**config.mk**
```make
export PLATFORM = sky130hd
export DESIGN_NAME = issue_ctrl_flat
export DESIGN_NICKNAME = d
export VERILOG_FILES = /design/src/rtl/issue_ctrl_if.sv /design/src/rtl/issue_ctrl.sv /design/src/flat_wrapper.sv
export SDC_FILE = /design/constraint.sdc
export NUM_CORES = 1
export LEC_CHECK = 0
export CAP_MARGIN = 20
export CORE_ASPECT_RATIO = 1.25
export CORE_MARGIN = 10
export CORE_UTILIZATION = 48
export DETAILED_ROUTE_END_ITERATION = 12
export PLACE_DENSITY = 0.85
export REMOVE_ABC_BUFFERS = 1
export SYNTH_ARGS = -nofsm -noshare
export SYNTH_HDL_FRONTEND = slang
export SYNTH_SLANG_ARGS = --single-unit
```
**constraint.sdc**
```tcl
create_clock -name clk -period 3.7 [get_ports clk]
set_input_delay 1.11 -clock clk [delete_from_list [all_inputs] [get_ports clk]]
set_output_delay 1.11 -clock clk [all_outputs]
set_load 0.03 [all_outputs]
```
**src/rtl/issue_ctrl_if.sv**
```systemverilog
// Decoder / execution-unit / writeback bundle around the issue controller.
interface issue_ctrl_if;
    logic        flush;
    logic        dec_valid;
    logic        dec_ready;
    logic [4:0]  dec_rd;
    logic [4:0]  dec_rs1;
    logic [4:0]  dec_rs2;
    logic [3:0]  dec_alu_op;
    logic        dec_reg_write;
    logic        ex_valid;
    logic [3:0]  ex_alu_op;
    logic [4:0]  ex_rd;
    logic [4:0]  ex_rs1;
    logic [4:0]  ex_rs2;
    logic        wb_valid;
    logic [4:0]  wb_rd;
    logic [31:0] busy_vec;
    logic [15:0] stall_cnt;

    // Decoder side: presents instructions and observes issue/writeback.
    modport master (
        output flush, dec_valid, dec_rd, dec_rs1, dec_rs2, dec_alu_op, dec_reg_write,
        input  dec_ready, ex_valid, ex_alu_op, ex_rd, ex_rs1, ex_rs2,
        input  wb_valid, wb_rd, busy_vec, stall_cnt
    );

    // Controller side.
    modport slave (
        input  flush, dec_valid, dec_rd, dec_rs1, dec_rs2, dec_alu_op, dec_reg_write,
        output dec_ready, ex_valid, ex_alu_op, ex_rd, ex_rs1, ex_rs2,
        output wb_valid, wb_rd, busy_vec, stall_cnt
    );
endinterface

```
**src/rtl/issue_ctrl.sv**
```systemverilog
// In-order issue controller: one-entry hold slot, 32-entry register scoreboard,
// writeback reservation shift register and a non-pipelined divider interlock.
module issue_ctrl #(
    parameter int unsigned LAT_ALU  = 1,
    parameter int unsigned LAT_MUL  = 3,
    parameter int unsigned LAT_DIV  = 8,
    parameter int unsigned WB_DEPTH = 8
) (
    input  logic        clk,
    input  logic        reset,
    issue_ctrl_if.slave bus
);
    localparam int unsigned REG_W    = 5;
    localparam int unsigned NUM_REGS = 32;
    localparam int unsigned OP_W     = 4;
    localparam int unsigned LAT_W    = $clog2(WB_DEPTH + 1);
    localparam int unsigned DIV_W    = $clog2(LAT_DIV + 1);
    localparam int unsigned STALL_W  = 16;

    localparam logic [OP_W-1:0] OP_MUL = 4'b0011;
    localparam logic [OP_W-1:0] OP_DIV = 4'b0100;

    typedef struct packed {
        logic [OP_W-1:0]  alu_op;
        logic [REG_W-1:0] rd;
        logic [REG_W-1:0] rs1;
        logic [REG_W-1:0] rs2;
        logic             reg_write;
    } instr_t;

    typedef struct packed {
        logic             valid;
        logic [REG_W-1:0] rd;
    } resv_t;

    logic                      hold_valid;
    instr_t                    hold;
    resv_t [WB_DEPTH-1:0]      res;
    resv_t [WB_DEPTH-1:0]      res_nxt;
    logic [NUM_REGS-1:0]       busy;
    logic [NUM_REGS-1:0]       busy_nxt;
    logic [DIV_W-1:0]          div_cnt;
    logic [STALL_W-1:0]        stall_cnt;
    logic [LAT_W-1:0]          lat;
    logic                      is_div;
    logic                      writes_rd;
    logic                      res_free;
    logic                      issue;
    logic                      dec_ready;
    logic                      accept;

    // Latency class of the held instruction; unknown codes behave as ALU.
    always_comb begin
        is_div = (hold.alu_op == OP_DIV);
        if (hold.alu_op == OP_MUL) begin
            lat = LAT_W'(LAT_MUL);
        end else if (is_div) begin
            lat = LAT_W'(LAT_DIV);
        end else begin
            lat = LAT_W'(LAT_ALU);
        end
    end

    // The entry now in slot lat is what lands in slot lat-1 next cycle,
    // i.e. it owns the writeback port at issue_cycle + lat.
    always_comb begin
        res_free = 1'b1;
        for (int unsigned i = 1; i < WB_DEPTH; i++) begin
            if (lat == LAT_W'(i) && res[i].valid) begin
                res_free = 1'b0;
            end
        end
    end

    // Issue decision from registered state only.
    always_comb begin
        writes_rd = hold.reg_write && (hold.rd != '0);
        issue     = hold_valid && !bus.flush
                 && !busy[hold.rs1] && !busy[hold.rs2]
                 && (!writes_rd || !busy[hold.rd])
                 && (!hold.reg_write || res_free)
                 && (!is_div || (div_cnt == '0));
        dec_ready = !bus.flush && (!hold_valid || issue);
        accept    = bus.dec_valid && dec_ready;
    end

    // Next reservation shift and scoreboard contents.
    always_comb begin
        res_nxt = '0;
        for (int unsigned i = 0; i + 1 < WB_DEPTH; i++) begin
            res_nxt[i] = res[i + 1];
        end
        for (int unsigned i = 0; i < WB_DEPTH; i++) begin
            if (issue && hold.reg_write && lat == LAT_W'(i + 1)) begin
                res_nxt[i] = '{valid: 1'b1, rd: hold.rd};
            end
        end
        busy_nxt = busy;
        if (res[0].valid) begin
            busy_nxt[res[0].rd] = 1'b0;
        end
        if (issue && writes_rd) begin
            busy_nxt[hold.rd] = 1'b1;
        end
    end

    // State update: hold slot, reservations, scoreboard, divider and stall counter.
    always_ff @(posedge clk or negedge reset) begin
        if (!reset) begin
            hold_valid <= 1'b0;
            hold       <= '0;
            res        <= '0;
            busy       <= '0;
            div_cnt    <= '0;
            stall_cnt  <= '0;
        end else begin
            if (accept) begin
                hold_valid <= 1'b1;
                hold       <= '{alu_op:    bus.dec_alu_op,
                                rd:        bus.dec_rd,
                                rs1:       bus.dec_rs1,
                                rs2:       bus.dec_rs2,
                                reg_write: bus.dec_reg_write};
            end else if (issue || bus.flush) begin
                hold_valid <= 1'b0;
            end
            res  <= res_nxt;
            busy <= busy_nxt;
            if (issue && is_div) begin
                div_cnt <= DIV_W'(LAT_DIV - 1);
            end else if (div_cnt != '0) begin
                div_cnt <= div_cnt - DIV_W'(1);
            end
            if (hold_valid && !issue && !bus.flush && (stall_cnt != '1)) begin
                stall_cnt <= stall_cnt + STALL_W'(1);
            end
        end
    end

    assign bus.dec_ready = dec_ready;
    assign bus.ex_valid  = issue;
    assign bus.ex_alu_op = hold.alu_op;
    assign bus.ex_rd     = hold.rd;
    assign bus.ex_rs1    = hold.rs1;
    assign bus.ex_rs2    = hold.rs2;
    assign bus.wb_valid  = res[0].valid;
    assign bus.wb_rd     = res[0].rd;
    assign bus.busy_vec  = busy;
    assign bus.stall_cnt = stall_cnt;
endmodule

```
**src/flat_wrapper.sv**
```systemverilog
// flat-port wrapper written by rule: the top's interface ports become plain ports
module issue_ctrl_flat 
#(
    parameter int unsigned LAT_ALU  = 1,
    parameter int unsigned LAT_MUL  = 3,
    parameter int unsigned LAT_DIV  = 8,
    parameter int unsigned WB_DEPTH = 8
)
  (clk, reset, bus_flush, bus_dec_valid, bus_dec_rd, bus_dec_rs1, bus_dec_rs2, bus_dec_alu_op, bus_dec_reg_write, bus_dec_ready, bus_ex_valid, bus_ex_alu_op, bus_ex_rd, bus_ex_rs1, bus_ex_rs2, bus_wb_valid, bus_wb_rd, bus_busy_vec, bus_stall_cnt);
  issue_ctrl_if bus_i ();
  input  logic clk;
  input  logic reset;
  input wire logic [$bits(bus_i.flush)-1:0] bus_flush;
  input wire logic [$bits(bus_i.dec_valid)-1:0] bus_dec_valid;
  input wire logic [$bits(bus_i.dec_rd)-1:0] bus_dec_rd;
  input wire logic [$bits(bus_i.dec_rs1)-1:0] bus_dec_rs1;
  input wire logic [$bits(bus_i.dec_rs2)-1:0] bus_dec_rs2;
  input wire logic [$bits(bus_i.dec_alu_op)-1:0] bus_dec_alu_op;
  input wire logic [$bits(bus_i.dec_reg_write)-1:0] bus_dec_reg_write;
  output wire logic [$bits(bus_i.dec_ready)-1:0] bus_dec_ready;
  output wire logic [$bits(bus_i.ex_valid)-1:0] bus_ex_valid;
  output wire logic [$bits(bus_i.ex_alu_op)-1:0] bus_ex_alu_op;
  output wire logic [$bits(bus_i.ex_rd)-1:0] bus_ex_rd;
  output wire logic [$bits(bus_i.ex_rs1)-1:0] bus_ex_rs1;
  output wire logic [$bits(bus_i.ex_rs2)-1:0] bus_ex_rs2;
  output wire logic [$bits(bus_i.wb_valid)-1:0] bus_wb_valid;
  output wire logic [$bits(bus_i.wb_rd)-1:0] bus_wb_rd;
  output wire logic [$bits(bus_i.busy_vec)-1:0] bus_busy_vec;
  output wire logic [$bits(bus_i.stall_cnt)-1:0] bus_stall_cnt;
  assign bus_i.flush = bus_flush;
  assign bus_i.dec_valid = bus_dec_valid;
  assign bus_i.dec_rd = bus_dec_rd;
  assign bus_i.dec_rs1 = bus_dec_rs1;
  assign bus_i.dec_rs2 = bus_dec_rs2;
  assign bus_i.dec_alu_op = bus_dec_alu_op;
  assign bus_i.dec_reg_write = bus_dec_reg_write;
  assign bus_dec_ready = bus_i.dec_ready;
  assign bus_ex_valid = bus_i.ex_valid;
  assign bus_ex_alu_op = bus_i.ex_alu_op;
  assign bus_ex_rd = bus_i.ex_rd;
  assign bus_ex_rs1 = bus_i.ex_rs1;
  assign bus_ex_rs2 = bus_i.ex_rs2;
  assign bus_wb_valid = bus_i.wb_valid;
  assign bus_wb_rd = bus_i.wb_rd;
  assign bus_busy_vec = bus_i.busy_vec;
  assign bus_stall_cnt = bus_i.stall_cnt;
  issue_ctrl #(.LAT_ALU(LAT_ALU), .LAT_MUL(LAT_MUL), .LAT_DIV(LAT_DIV), .WB_DEPTH(WB_DEPTH)) u_core (.clk(clk), .reset(reset), .bus(bus_i));
endmodule
```
==> summary.json <==
{
  "route": {
    "postRouteWirelength_um": 16700,
    "drt_iter0_markers": 366,
    "drt_pass1_iterations": 7,
    "via_count": 4536,
    "via_per_inst": 6.15,
    "detail_route.drc_violations": 0,
    "postRouteAntennaNets": 0,
    "wl_per_cell_um": 22.7
  },
  "clock_tree": {
    "h-tree-depth": 4,
    "cts_root_buf": "sky130_fd_sc_hd__clkbuf_16",
    "cts_max_path_buffers": 2,
    "cts_tree": "done",
    "cts_made_buffers": 17,
    "cts-hold-fix-buffers": 0,
    "cts.sink_count": 121,
    "clkSlewWorstSetupHoldPaths_ns": 0.06,
    "clkLatencyLatePin_ns": 0.41
  },
  "finish": {
    "count_of_inserted_antenna_diode_cells": 0,
    "sequential_cell_area_mm2": 0.00304,
    "final_net_count": 590,
    "layout_overhead_on_the_synthesized_area_pct": 30.2,
    "fraction_of_final_layout_cells_sized_beyond_drive_strength_1_pct": 23.6,
    "layout.filler_cells": 876,
    "area_of_the_multi_input_gates_mm2": 0.00248
  },
  "power": {
    "comb_power_share_pct": 22.2,
    "netSwitchingFraction_pct": 30.6,
    "power_switching_mw": 1.25,
    "p_per_area_mw_per_mm2": 542,
    "power.ir.vdd_worst_mv": 0.451,
    "pwr-share-clk_pct": 38.5,
    "cellLeakagePower_nw": 3.26,
    "power.share.sequential_pct": 39.3,
    "totalPowerFinal_mw": 4.07,
    "cellInternalPower_mw": 2.82
  },
  "status": {
    "violations_in_the_final_reports": "negative setup slack",
    "run_status": "finished with violations"
  },
  "timing": {
    "worst_slack_ns": -0.0644,
    "maxSlewHeadroom_pct": 60.0,
    "hold_viol": 0,
    "worst_margin_pin_slew_ns": 0.594,
    "maxSlewViolCount": 0,
    "timing.final.crit_period_ns": 3.76,
    "rsz_0062_raised_after_global_routing": "yes",
    "final.period_utilization_pct": 102,
    "timing.fmax_mhz": 266,
    "fin_setup_tns_ns": -0.121,
    "worst_clock_skew_ns": 0.00714,
    "whs_ns": 0.343,
    "finalSetupViolCount": 2
  },
  "worst_setup_path": {
    "critical_path_peak_fanout": 3,
    "cp_cell_sequence": "dlygate4sd2_1 > nand2b_4 > o21bai_4 > a2111oi_2 > and4b_1 > nand2_2 > a21oi_1 > buf_4",
    "startpoint_type": "input port",
    "crit_path_top_delay_cell": "sky130_fd_sc_hd__a2111oi_2",
    "cpPeakStageDelay_ns": 0.31,
    "timing.critical_path.required_ns": 2.59,
    "worstSetupPathType": "in2out",
    "worstSetupEndpointType": "output port",
    "cp.arrival_ns": 2.65
  },
  "logic_synthesis": {
    "post-synth-top-area-fraction_pct": 52.5,
    "synthMostInstantiatedCell": "sky130_fd_sc_hd__dfrtp_1",
    "seq_area_frac_synth_pct": 52.5,
    "synth_area_mm2": 0.00577,
    "yosysUniqueCellTypes": 52,
    "gate_count_after_technology_mapping": 477,
    "netlist.top_cell.by_area": "sky130_fd_sc_hd__dfrtp_1",
    "synth-edff-count": 0,
    "synth.top_cells.by_area": "sky130_fd_sc_hd__dfrtp_1 52%, sky130_fd_sc_hd__mux2_4 5.2%, sky130_fd_sc_hd__mux2i_1 4.7%",
    "netlist_top_cells_count": "121 x sky130_fd_sc_hd__dfrtp_1, 42 x sky130_fd_sc_hd__o21ai_0, 27 x sky130_fd_sc_hd__mux2i_1",
    "synth.yosys.warnings": 0,
    "synth_seq_cells": 121,
    "synth.avg_cell_area_um2": 12.1,
    "dominantRegCellSynth": "sky130_fd_sc_hd__dfrtp_1",
    "ys_async_sr_fraction_pct": 100
  },
  "placed_design": {
    "dp.final_hpwl_um": 11600,
    "portBuffers": 98,
    "final_wtd_congestion": 0.977,
    "detailedPlace.worstSlack_ns": -0.380
  },
  "floorplanning": {
    "die_area_mm2": 0.0168,
    "initial_core_util_pct": 49.4,
    "die_x_um": 118,
    "rows": 44,
    "pin_count": 99,
    "die_y_um": 143,
    "core_area_mm2": 0.0117
  },
  "worst_hold_path": {
    "min-delay-path-class": "reg2reg"
  },
  "global_routing": {
    "grt_first_pass_wirelength_um": 26800,
    "global_route.usage.total_pct": 19.9,
    "number_of_antenna_violations_at_the_first_check_in_global_routing": 0,
    "grt_pass1_vias": 4748,
    "maximum_number_of_pins_on_one_net_before_global_route_repair": 76,
    "overflow": 0
  },
  "job": {
    "max-cap-violations": 0
  }
}
-- state kept, by name (all words and copies together), names as in the netlist --
| register | cells |
|---|---|
| u_core.hold | 1 |
| u_core.bus.ex_rs1 | 5 |
| u_core.hold_valid | 1 |
| u_core.bus.ex_alu_op | 4 |
| u_core.div_cnt | 4 |
| u_core.bus.stall_cnt | 16 |
| u_core.bus.ex_rs2 | 5 |
| u_core.bus.busy_vec | 32 |
| u_core.bus.ex_rd | 5 |
| u_core.bus.wb_rd | 5 |
| u_core.bus.wb_valid | 1 |
| u_core.res | 42 |
-- per-stage QoR --
stage / util (%) / cell area (µm²) / cells
finish: 64.4 / 7510 / 737
global route: 64.4 / 7510 / 737
CTS: 63.6 / 7420 / 732
detailed placement: 58.1 / 6790 / 699
global placement: 58.1 / 6790 / 699
floorplan: - / 5440 / 421
-- worst paths after layout --
| check | depth (start not counted) | endpoint | from | slack (ns) |
|---|---|---|---|---|
| max | 8 | bus_dec_ready | bus_flush | -0.06 |
| min | 0 | u_core.res[10]$_DFF_PN0_ | u_core.res[16]$_DFF_PN0_ | 0.34 |
| max reg2reg | 12 | u_core.bus.ex_rd[4]$_DFFE_PN0P_ | u_core.bus.ex_rd[1]$_DFFE_PN0P_ | 0.57 |
| min reg2reg | 0 | u_core.res[10]$_DFF_PN0_ | u_core.res[16]$_DFF_PN0_ | 0.34 |
| max in group asynchronous | 2 | u_core.bus.ex_rd[3]$_DFFE_PN0P_ | reset | 2.19 |
| min in group asynchronous | 1 | u_core.bus.stall_cnt[8]$_DFFE_PN0P_ | reset | 0.71 |
-- worst max-delay path, delay by kind of cell --
| family | cells | cell delay (ns) |
|---|---|---|
| AO/OA/AOI/OAI | 3 | 0.62 |
| AND/OR/NAND/NOR | 3 | 0.50 |
| buffers and inverters | 2 | 0.42 |
-- final cells by class --
class | instances | area share [%]
clock buffers | 18 | 5.71
clock inverters | 13 | 1.73
inverters | 6 | 0.333
multi-input cells | 294 | 33.0
flip-flops and latches | 121 | 40.5
well taps | 161 | 2.68
repair buffers | 124 | 16.0
-- power groups by stage --
stage / Clock [mW] / Combinational (mW) / Sequential (mW)
CTS: 1.58 / 0.869 / 1.59
floorplan: 0 / 0.341 / 1.72
detailed placement: 0 / 0.836 / 1.60
global placement: 0 / 0.813 / 1.59
global route: 1.65 / 0.963 / 1.62
finish: 1.57 / 0.903 / 1.60
-- repair_timing --
item,4_1_cts,5_1_grt
setup endpoints to repair,2,2
pin swaps,5,5
gates resized for setup,16,16
setup buffers,2,5
-- cells in the final DEF (no fill, tap or decap), types with 3 or more instances in the layout --
cell / n
sky130_fd_sc_hd__a21oi_1: 6
sky130_fd_sc_hd__and3_1: 9
sky130_fd_sc_hd__buf_4: 24
sky130_fd_sc_hd__buf_6: 3
sky130_fd_sc_hd__clkbuf_16: 17
sky130_fd_sc_hd__clkdlybuf4s50_1: 94
sky130_fd_sc_hd__clkinv_2: 6
sky130_fd_sc_hd__clkinvlp_4: 3
sky130_fd_sc_hd__dfrtp_1: 111
sky130_fd_sc_hd__dfrtp_2: 10
sky130_fd_sc_hd__inv_1: 5
sky130_fd_sc_hd__mux2_2: 12
sky130_fd_sc_hd__mux2_4: 20
sky130_fd_sc_hd__mux2i_1: 26
sky130_fd_sc_hd__mux4_2: 12
sky130_fd_sc_hd__nand2_1: 16
sky130_fd_sc_hd__nand2b_1: 3
sky130_fd_sc_hd__nand3_1: 13
sky130_fd_sc_hd__nand3b_1: 11
sky130_fd_sc_hd__nand4_1: 3
sky130_fd_sc_hd__nor2_1: 9
sky130_fd_sc_hd__nor2b_1: 3
sky130_fd_sc_hd__nor3_1: 15
sky130_fd_sc_hd__nor3b_1: 3
sky130_fd_sc_hd__o21ai_0: 41
sky130_fd_sc_hd__o22ai_1: 4
sky130_fd_sc_hd__o31ai_1: 9
sky130_fd_sc_hd__o41ai_1: 14
sky130_fd_sc_hd__or3_1: 5
sky130_fd_sc_hd__or3b_2: 7
sky130_fd_sc_hd__xor2_1: 14
-- routing by layer --
| metal | up-vias | track usage, % | wire [µm] |
|---|---|---|---|
| met1 | 2283 | 23.1 | 6300 |
| li1 | 1915 | - | - |
| met4 | 0 | 6.52 | 475 |
| met3 | 57 | 6.23 | 1270 |
| met5 | - | 0 | 0 |
| met2 | 281 | 34.3 | 8690 |
-- logic make-up (layout without fill, tap and decap cells) --
family	count (synthesis)	after routing	share of synthesized area (%)
AOI/OAI and AO/OA	93	93	10.5
xor gates and xnor gates	16	16	2.43
adders and majority gates	2	2	0.434
buffers and inverters	62	161	6.05
DFF	121	121	52.5
muxes	71	71	16.9
and+or+nand+nor	112	112	11.2
(Power assumes the default switching activity.)
